## config.mk

```make
export PLATFORM = sky130hd
export DESIGN_NAME = bcd_seg_scanner
export DESIGN_NICKNAME = d
export VERILOG_FILES = /design/src/rtl/bcd_seg_scanner.sv
export SDC_FILE = /design/constraint.sdc
export NUM_CORES = 1
export LEC_CHECK = 0
export ABC_AREA = 0
export BUFFER_PORTS_ARGS = -buffer_cell sky130_fd_sc_hd__buf_2
export CORE_MARGIN = 1.5
export CORE_UTILIZATION = 61
export CTS_BUF_LIST = sky130_fd_sc_hd__clkbuf_4
export DETAILED_ROUTE_END_ITERATION = 7
export PLACE_DENSITY = 0.89
export SLEW_MARGIN = 40
export SYNTH_ARGS = -nofsm -noshare
export SYNTH_HDL_FRONTEND = slang
export SYNTH_SLANG_ARGS = --single-unit
```

## constraint.sdc

```tcl
create_clock -name clk -period 4.4 [get_ports clk]
set_clock_uncertainty 0.1 [all_clocks]
set_input_delay 0 -clock clk [delete_from_list [all_inputs] [get_ports clk]]
set_output_delay 0 -clock clk [all_outputs]
set_load 0.03 [all_outputs]
```

## src/rtl/bcd_seg_scanner.sv

```systemverilog
// bcd_seg_scanner: time-multiplexed 7-segment driver for a packed BCD word.
// Shadow-latched digits, leading-zero blanking, per-digit dp, anti-ghost gap.
module bcd_seg_scanner #(
  parameter  int DIGITS = 8,
  parameter  int DIV    = 1000,
  parameter  int GAP    = 1,
  localparam int SW     = $clog2(DIGITS),
  localparam int CW     = $clog2(DIV)
) (
  input  logic                  clk,
  input  logic                  reset,
  input  logic [4*DIGITS-1:0]   bcd_in,
  input  logic                  load,
  input  logic [DIGITS-1:0]     dp_in,
  input  logic                  lz_en,
  output logic [7:0]            seg_n,
  output logic [DIGITS-1:0]     an_n,
  output logic [SW-1:0]         slot
);

  logic [4*DIGITS-1:0] shadow_bcd_q, shadow_bcd_d;
  logic [DIGITS-1:0]   shadow_dp_q, shadow_dp_d;
  logic [CW-1:0]       div_cnt_q, div_cnt_d;
  logic [SW-1:0]       slot_q, slot_d;
  logic [7:0]          seg_n_q, seg_n_d;
  logic [DIGITS-1:0]   an_n_q, an_n_d;

  logic                gap_phase;
  logic [DIGITS-1:0]   blank;
  logic [3:0]          nib;

  function automatic logic [6:0] glyph(input logic [3:0] d);
    logic [6:0] g;
    case (d)
      4'd0:    g = 7'h3F;
      4'd1:    g = 7'h06;
      4'd2:    g = 7'h5B;
      4'd3:    g = 7'h4F;
      4'd4:    g = 7'h66;
      4'd5:    g = 7'h6D;
      4'd6:    g = 7'h7D;
      4'd7:    g = 7'h07;
      4'd8:    g = 7'h7F;
      4'd9:    g = 7'h6F;
      default: g = 7'h79;
    endcase
    return g;
  endfunction

  generate
    if (GAP == 0) begin : g_nogap
      assign gap_phase = 1'b0;
    end else begin : g_gap
      assign gap_phase = div_cnt_q < CW'(GAP);
    end
  endgenerate

  always_comb begin
    shadow_bcd_d = load ? bcd_in : shadow_bcd_q;
    shadow_dp_d  = load ? dp_in  : shadow_dp_q;
  end

  always_comb begin
    div_cnt_d = div_cnt_q + CW'(1);
    slot_d    = slot_q;
    if (div_cnt_q == CW'(DIV - 1)) begin
      div_cnt_d = '0;
      slot_d    = (slot_q == SW'(DIGITS - 1)) ? '0 : slot_q + SW'(1);
    end
  end

  // Scan from the MSD down; a digit blanks only while everything above it is zero.
  always_comb begin
    logic za;
    za    = 1'b1;
    blank = '0;
    for (int i = DIGITS - 1; i >= 0; i--) begin
      za       = za & (shadow_bcd_q[4*i +: 4] == 4'd0);
      blank[i] = (i != 0) && lz_en && za;
    end
  end

  assign nib = shadow_bcd_q[{slot_q, 2'b00} +: 4];

  always_comb begin
    seg_n_d = 8'hFF;
    an_n_d  = '1;
    if (!gap_phase) begin
      an_n_d = ~(DIGITS'(1) << slot_q);
      if (!blank[slot_q]) begin
        seg_n_d = ~{shadow_dp_q[slot_q], glyph(nib)};
      end
    end
  end

  always_ff @(posedge clk) begin
    if (reset) begin
      shadow_bcd_q <= '0;
      shadow_dp_q  <= '0;
      div_cnt_q    <= '0;
      slot_q       <= '0;
      seg_n_q      <= 8'hFF;
      an_n_q       <= '1;
    end else begin
      shadow_bcd_q <= shadow_bcd_d;
      shadow_dp_q  <= shadow_dp_d;
      div_cnt_q    <= div_cnt_d;
      slot_q       <= slot_d;
      seg_n_q      <= seg_n_d;
      an_n_q       <= an_n_d;
    end
  end

  assign seg_n = seg_n_q;
  assign an_n  = an_n_q;
  assign slot  = slot_q;

endmodule
```

==> run_results.csv, run 1 <==
group,metric,value,unit
outcome,outcome,"finished, final reports clean",
floorplan,die-area,0.005361,sq mm
timing,slew_violations,0,
finish,register_area,0.001383,sq mm
timing,setup_ws,1.991,ns
timing,final_hold_viol_count,0,
clock_network,cts_resized,0,
routing,drcViolationCount,0,
floorplan,pin_count,63,
synth,yosys_warnings,0,
placement,portBuffers,62,
power,p_leak,1.709,nW
critical_path,cp_data_arrival_time,2.58,ns
floorplan,die_height,73.22,um
clock_network,path_clk_slew,0.12,ns
timing,max_freq,415.1,MHz
grt,grt.total_usage,30.98,%
power,p_sw_share,26.55,%
hold_path,holdPathStages,2,
flow_run,max-cap-violations,0,
floorplan,die_w,73.22,um
critical_path,reg2regPathDepth,6,
critical_path,critPathLaunchType,"flip-flop",
power,power_frac_clock,28.4,%
power,p_per_area,313.4,mW/mm^2
timing,rsz0062_at_grt,"no",
routing,dr.pass1.iters,4,
power,internal_power,883.9,uW
power,ir_drop,0.2496,mV
critical_path,critical_path_class,"reg -> reg",
floorplan,start_util,63.68,%
floorplan,fp.coreArea,0.004723,sq mm
finish,area_growth,27.66,%
timing,period_share,54.75,%
finish,finalInstanceArea,0.003840,sq mm
placement,dp_hpwl,4379,um
clock_network,cts_buffers,9,
finish,drive_above_1_share,22.53,%
critical_path,cp-end-kind,"flip-flop",
clock_network,clockRootBuffer,"clkbuf_4",
finish,antennaDiodeCount,0,
power,switchingPower,319.5,uW
power,seq_power_share,56.5,%
placement,pre_cts_ws,1.736,ns
synth,synthArstFlopShare,0,%
synth,ys.flop_type,"dfxtp_1",
grt,grt_antenna_before_repair,0,
synth,ys_types,39,
routing,drt_iter0_markers,184,
power,p_comb_share,15.1,%
grt,grt_pass1_vias,2527,
floorplan,core.rowCount,25,
synth,syn_area,0.003008,sq mm
finish,mostFrequentLayoutCells,"68 x dfxtp_1, 61 x buf_2, 56 x nor2_1, 42 x mux2i_1, 40 x dlygate4sd3_1",
synth,syn_inst,292,
clock_network,h-tree-depth,3,
routing,postRouteAntennaNets,0,
synth,avgSynthCellArea,10.30,sq um
clock_network,cts_tree,"yes",
routing,drt-vias-per-instance,5.506,
clock_network,clock_sinks,69,
routing,wl_per_cell,16.72,um
grt,grt_max_degree,48,
clock_network,post-cts-setup-buffers,0,
critical_path,required,4.57,ns
synth,yosys_register_bits,69,
placement,dpl_cell_area,0.003328,sq mm
synth,synth_edf_count,0,
timing,fin_hold_ws,0.08454,ns
finish,nNetsFinal,447,
grt,grt.overflow.total,0,
clock_network,cts-hold-fix-buffers,40,
grt,grt_pass1_wl,12200,um
hold_path,hold_path_class,"in -> reg",
critical_path,path_max_fanout,17,
finish,fillers,263,
finish,final_common_cell,"dfxtp_1",
clock_network,cts_buffer_depth,2,
timing,min_period,2.409,ns
timing,slew_headroom,44.86,%
routing,drt_wl_total,7723,um
clock_network,clock_latency,0.41,ns
synth,yosysSeqAreaShare,45.92,%
timing,tightest_slew,0.8270,ns
synth,syn-num-nets,349,
routing,via_count,2544,
timing,setup_viol,0,
timing,fin_setup_tns,0,ns
placement,globalplace.congestion,0.8321,
finish,multiInputGateArea,0.001520,sq mm
-- worst max-delay path, cell delays in order, from the launching register on --
cell and delay [ns]:
dfxtp_1 0.82, mux4_2 0.44, mux2i_4 0.27, inv_1 0.13
ha_1 0.21, o211ai_1 0.20, o21ai_0 0.12
-- power groups by stage --
stage                     registers, mW  logic, mW  clock network (mW)
after CTS                         0.677      0.174               0.342
final                             0.680      0.181               0.342
after global routing              0.683      0.197               0.372
after global placement            0.690      0.142                   0
after detailed placement          0.691      0.146                   0
after floorplan                   0.700     0.0882                   0
-- registers in the layout, indices dropped and copies added, names as in the netlist --
| register | cells |
|---|---|
| an_n | 8 |
| div_cnt_q | 10 |
| seg_n | 8 |
| shadow_bcd_q | 32 |
| shadow_dp_q | 8 |
| slot | 3 |
-- kinds of logic after synthesis --
kind of cell / share of synthesized area (%)
AOI/OAI and AO/OA: 4.742
DFF: 45.92
and+or+nand+nor: 15.27
buffers and inverters: 3.536
xor gates and xnor gates: 2.038
muxes: 23.09
adders and majority gates: 5.408
-- cells in the mapped netlist, types with 2 or more instances --
library cell  instances  area share, %
and3_1                3           0.62
xor2_1                3           0.87
ha_1                 13            5.4
nand2_1              16            2.0
mux4_2                9            6.7
nor2_1               56            7.0
o21ai_0               6            1.0
nand3_1               7            1.2
clkbuf_1             11            1.4
nor3_1                2           0.33
mux2i_1              42             14
xnor2_1               4            1.2
a31oi_1               2           0.42
dfxtp_1              69             46
buf_6                 2           0.75
inv_1                 7           0.87
nor4_1                6            1.2
nand4_1               2           0.42
mux2i_4               2            1.5
a21oi_1               7            1.2
and2_1                5            1.0
-- path summary, 6_finish.rpt --
| path | start | to | slack [ns] |
|---|---|---|---|
| worst max-delay path | slot[1] | seg_n[6] | 1.99 |
| worst max register to register | slot[1] | seg_n[6] | 1.99 |
| worst min register to register | div_cnt_q[0] | div_cnt_q[0] | 0.38 |
| worst min-delay path | reset | shadow_bcd_q[18] | 0.08 |
-- per-stage QoR --
| step | utilization (%) | cells | power (mW) |
|---|---|---|---|
| final | 81.30 | 462 | 1.203 |
| after global routing | 81.30 | 462 | 1.252 |
| after CTS | 81.27 | 462 | 1.193 |
| after detailed placement | 70.46 | 406 | 0.8372 |
| after global placement | 70.41 | 406 | 0.8318 |
| after floorplan | - | 292 | 0.7884 |
-- per-layer routing --
layer  global-route usage (%)  part of all wire (%)
met4                    16.77                   4.5
met2                    51.82                    50
met1                    35.42                    38
met5                        0                     0
met3                    9.116                   7.1
-- area by class of cell --
type	count	area share (%)
Multi-Input combinational cell	200	39.59
Sequential cell	69	36.01
Tap cell	67	2.183
Clock buffer	13	2.542
Clock inverter	3	0.3258
Inverter	8	0.7820
Timing Repair Buffer	102	18.57
(Power assumes the default switching activity.)
==> run 2, diff against run 1 <==
- ABC_AREA: 0 -> 1
- CORE_UTILIZATION: 61 -> 51
- PLACE_DENSITY: 0.89 -> 0.79
- clock period: 4.4 -> 2.1 ns (I/O delays scaled with it)
==> run_results.csv, run 2 <==
group,metric,value,unit
grt,grt.total_usage,27.55,%
power,p_comb_share,16.3,%
power,internal_power,2.086,mW
timing,period_share,90.51,%
finish,antennaDiodeCount,0,
synth,yosys_register_bits,69,
timing,slew_headroom,73.13,%
synth,avgSynthCellArea,7.007,sq um
grt,grt_antenna_before_repair,0,
finish,regMostFlops,"shadow_bcd_q",
finish,mostFrequentLayoutCells,"90 x nand2_1, 83 x nor2_1, 67 x dfxtp_1, 62 x buf_2, 61 x dlygate4sd3_1",
synth,syn-num-nets,505,
synth,synthTopCellsByArea,"dfxtp_1 44%, nand2_1 11%, nor2_1 9.9%, o21ai_0 8.0%, nand3_1 5.6%",
synth,synth_edf_count,0,
routing,postRouteAntennaNets,0,
critical_path,reg2regPathDepth,11,
grt,grt.overflow.total,0,
synth,syn_inst,448,
finish,area_growth,37.07,%
routing,dr.pass1.iters,5,
critical_path,reg2reg_from,"slot[0]",
critical_path,worstSetupEndpoint,"seg_n[3]",
timing,min_period,1.901,ns
timing,setup_viol,0,
floorplan,pin_count,63,
routing,drt_wl_total,8455,um
critical_path,r2r_setup_slack,0.20,ns
grt,grt_pass1_vias,3109,
routing,wl_per_cell,12.95,um
placement,globalplace.congestion,0.9300,
power,p_per_area,661.7,mW/mm^2
floorplan,core.rowCount,28,
clock_network,clockRootBuffer,"clkbuf_4",
floorplan,fp.coreArea,0.005921,sq mm
finish,nNetsFinal,630,
timing,max_freq,526.1,MHz
finish,reg_top3,"shadow_bcd_q x32, div_cnt_q x10",
routing,via_count,3336,
critical_path,timing.rr.end,"seg_n[3]",
clock_network,clock_sinks,69,
clock_network,h-tree-depth,3,
timing,tightest_slew,0.4025,ns
timing,rsz0062_at_grt,"no",
synth,synth_common_cells,"90 x nand2_1, 83 x nor2_1, 69 x dfxtp_1",
clock_network,cts_tree,"yes",
power,seq_power_share,50.3,%
outcome,outcome,"finished, final reports clean",
clock_network,cts_buffer_depth,2,
flow_run,max-cap-violations,0,
hold_path,hold_path_class,"in -> reg",
critical_path,cp-end-kind,"flip-flop",
critical_path,cp_data_arrival_time,2.11,ns
timing,final_hold_viol_count,0,
synth,ys_types,27,
finish,fillers,445,
clock_network,clock_latency,0.42,ns
synth,synth.most_common_cell,"nand2_1",
finish,final_common_cell,"nand2_1",
synth,synth_top_area_share,44.00,%
power,p_leak,2.023,nW
critical_path,crit_start,"slot[0]",
critical_path,critPathLaunchType,"flip-flop",
floorplan,start_util,53.02,%
grt,grt_pass1_wl,13850,um
placement,portBuffers,62,
synth,yosys_warnings,0,
power,power.total,2.847,mW
finish,largest_register_ffs,32,
floorplan,die-area,0.006635,sq mm
clock_network,path_clk_slew,0.11,ns
finish,drive_above_1_share,16.96,%
power,p_sw_share,26.75,%
synth,syn_area,0.003139,sq mm
clock_network,cts_buffers,9,
finish,multiInputGateArea,0.001520,sq mm
floorplan,die_height,81.46,um
floorplan,die_w,81.46,um
finish,register_area,0.001386,sq mm
synth,synthArstFlopShare,0,%
critical_path,required,2.31,ns
power,ir_drop,0.5715,mV
placement,dp_hpwl,5248,um
routing,drt_iter0_markers,272,
power,power_frac_clock,33.4,%
synth,yosysSeqAreaShare,44.00,%
critical_path,path_max_fanout,15,
grt,grt_max_degree,46,
routing,drcViolationCount,0,
timing,slew_violations,0,
power,switchingPower,761.5,uW
synth,ys.flop_type,"dfxtp_1",
routing,drt-vias-per-instance,5.109,
critical_path,critical_path_class,"reg -> reg",
synth,synth.largest_area_cell,"dfxtp_1",
timing,fin_setup_tns,0,ns
==> run 2: cell types whose count changed in the layout (fill, tap and decap cells not counted), moves of 9 or more <==
cell | previous run | this run
nor2_1 | 56 | 83
mux4_2 | 9 | 0
nand3_1 | 7 | 35
a21oi_1 | 7 | 27
o21ai_0 | 6 | 50
nand2_1 | 16 | 90
mux2i_1 | 42 | 0
inv_1 | 7 | 38
dlygate4sd3_1 | 40 | 61
buf_4 | 1 | 10
==> run 2: through the flow <==
stage          setup WS (ns)  cells  util, %  instance area, sq um  hold slack, ns
5_1_grt              0.05592    653    72.68                  4303          0.1467
6_report              0.1992    653    72.68                  4303          0.1076
2_1_floorplan         0.1517    448        -                  3142         0.03490
4_1_cts              0.03010    651    72.32                  4282         0.05754
3_5_place_dp         0.04446    574    59.43                  3518          0.1269
3_3_place_gp          0.1704    574    59.43                  3518          0.1210
==> run 2: layout make-up <==
class,instances,area share [%]
Timing Repair Buffer,133,23.15
Tap cell,75,2.181
Clock inverter,6,1.803
Clock buffer,10,1.745
Sequential cell,69,32.22
Inverter,41,3.577
Multi-Input combinational cell,319,35.33
==> run 2: power by group through the flow <==
stage	Clock (mW)	Sequential, mW	Combinational (mW)
global placement	0	1.46	0.349
detailed placement	0	1.46	0.357
CTS	0.964	1.43	0.452
finish	0.950	1.43	0.464
global route	1.03	1.44	0.521
floorplan	0	1.50	0.197
==> run 2: cell families after synthesis <==
family	after synthesis	synth area share [%]
xor gates and xnor gates	3	0.8371
and+or+nand+nor	223	29.45
adders and majority gates	13	5.181
DFF	69	44.00
buffers and inverters	60	7.692
AOI/OAI and AO/OA	80	12.83
==> run 2: worst min-delay path by stage <==
stage          startpoint          endpoint  slack, ns  cells after the start
2_1_floorplan    dp_in[7]    shadow_dp_q[7]       0.03                      2
3_3_place_gp   bcd_in[23]  shadow_bcd_q[23]       0.12                      3
3_5_place_dp     dp_in[4]    shadow_dp_q[4]       0.13                      3
4_1_cts              load  shadow_bcd_q[24]       0.06                      4
5_1_grt              load  shadow_bcd_q[24]       0.15                      4
6_report             load  shadow_bcd_q[24]       0.11                      4
==> run 2: what timing repair did <==
action / 4_1_cts / 5_1_grt
resized for setup: 0 / 2
hold buffers: 61 / 0
endpoints found under the hold margin: 59 / 0
setup endpoints to repair: 0 / 6
buffers inserted: 0 / 2
==> run 2: critical path: stages (launching register included) <==
cell,delay (ns)
dfxtp_4,0.40
inv_2,0.12
a21oi_1,0.16
o21ai_0,0.10
o21ai_0,0.08
nand2_1,0.09
o21ai_2,0.11
inv_1,0.12
ha_1,0.29
nand3_1,0.09
nand3_1,0.09
nand2_1,0.04
==> run 2: per-layer routing <==
metal / global-route usage (%) / wire length, um
met1: 34.21 / 3544
met2: 45.70 / 4138
met3: 5.000 / 510
met4: 13.79 / 263
met5: 0 / 0
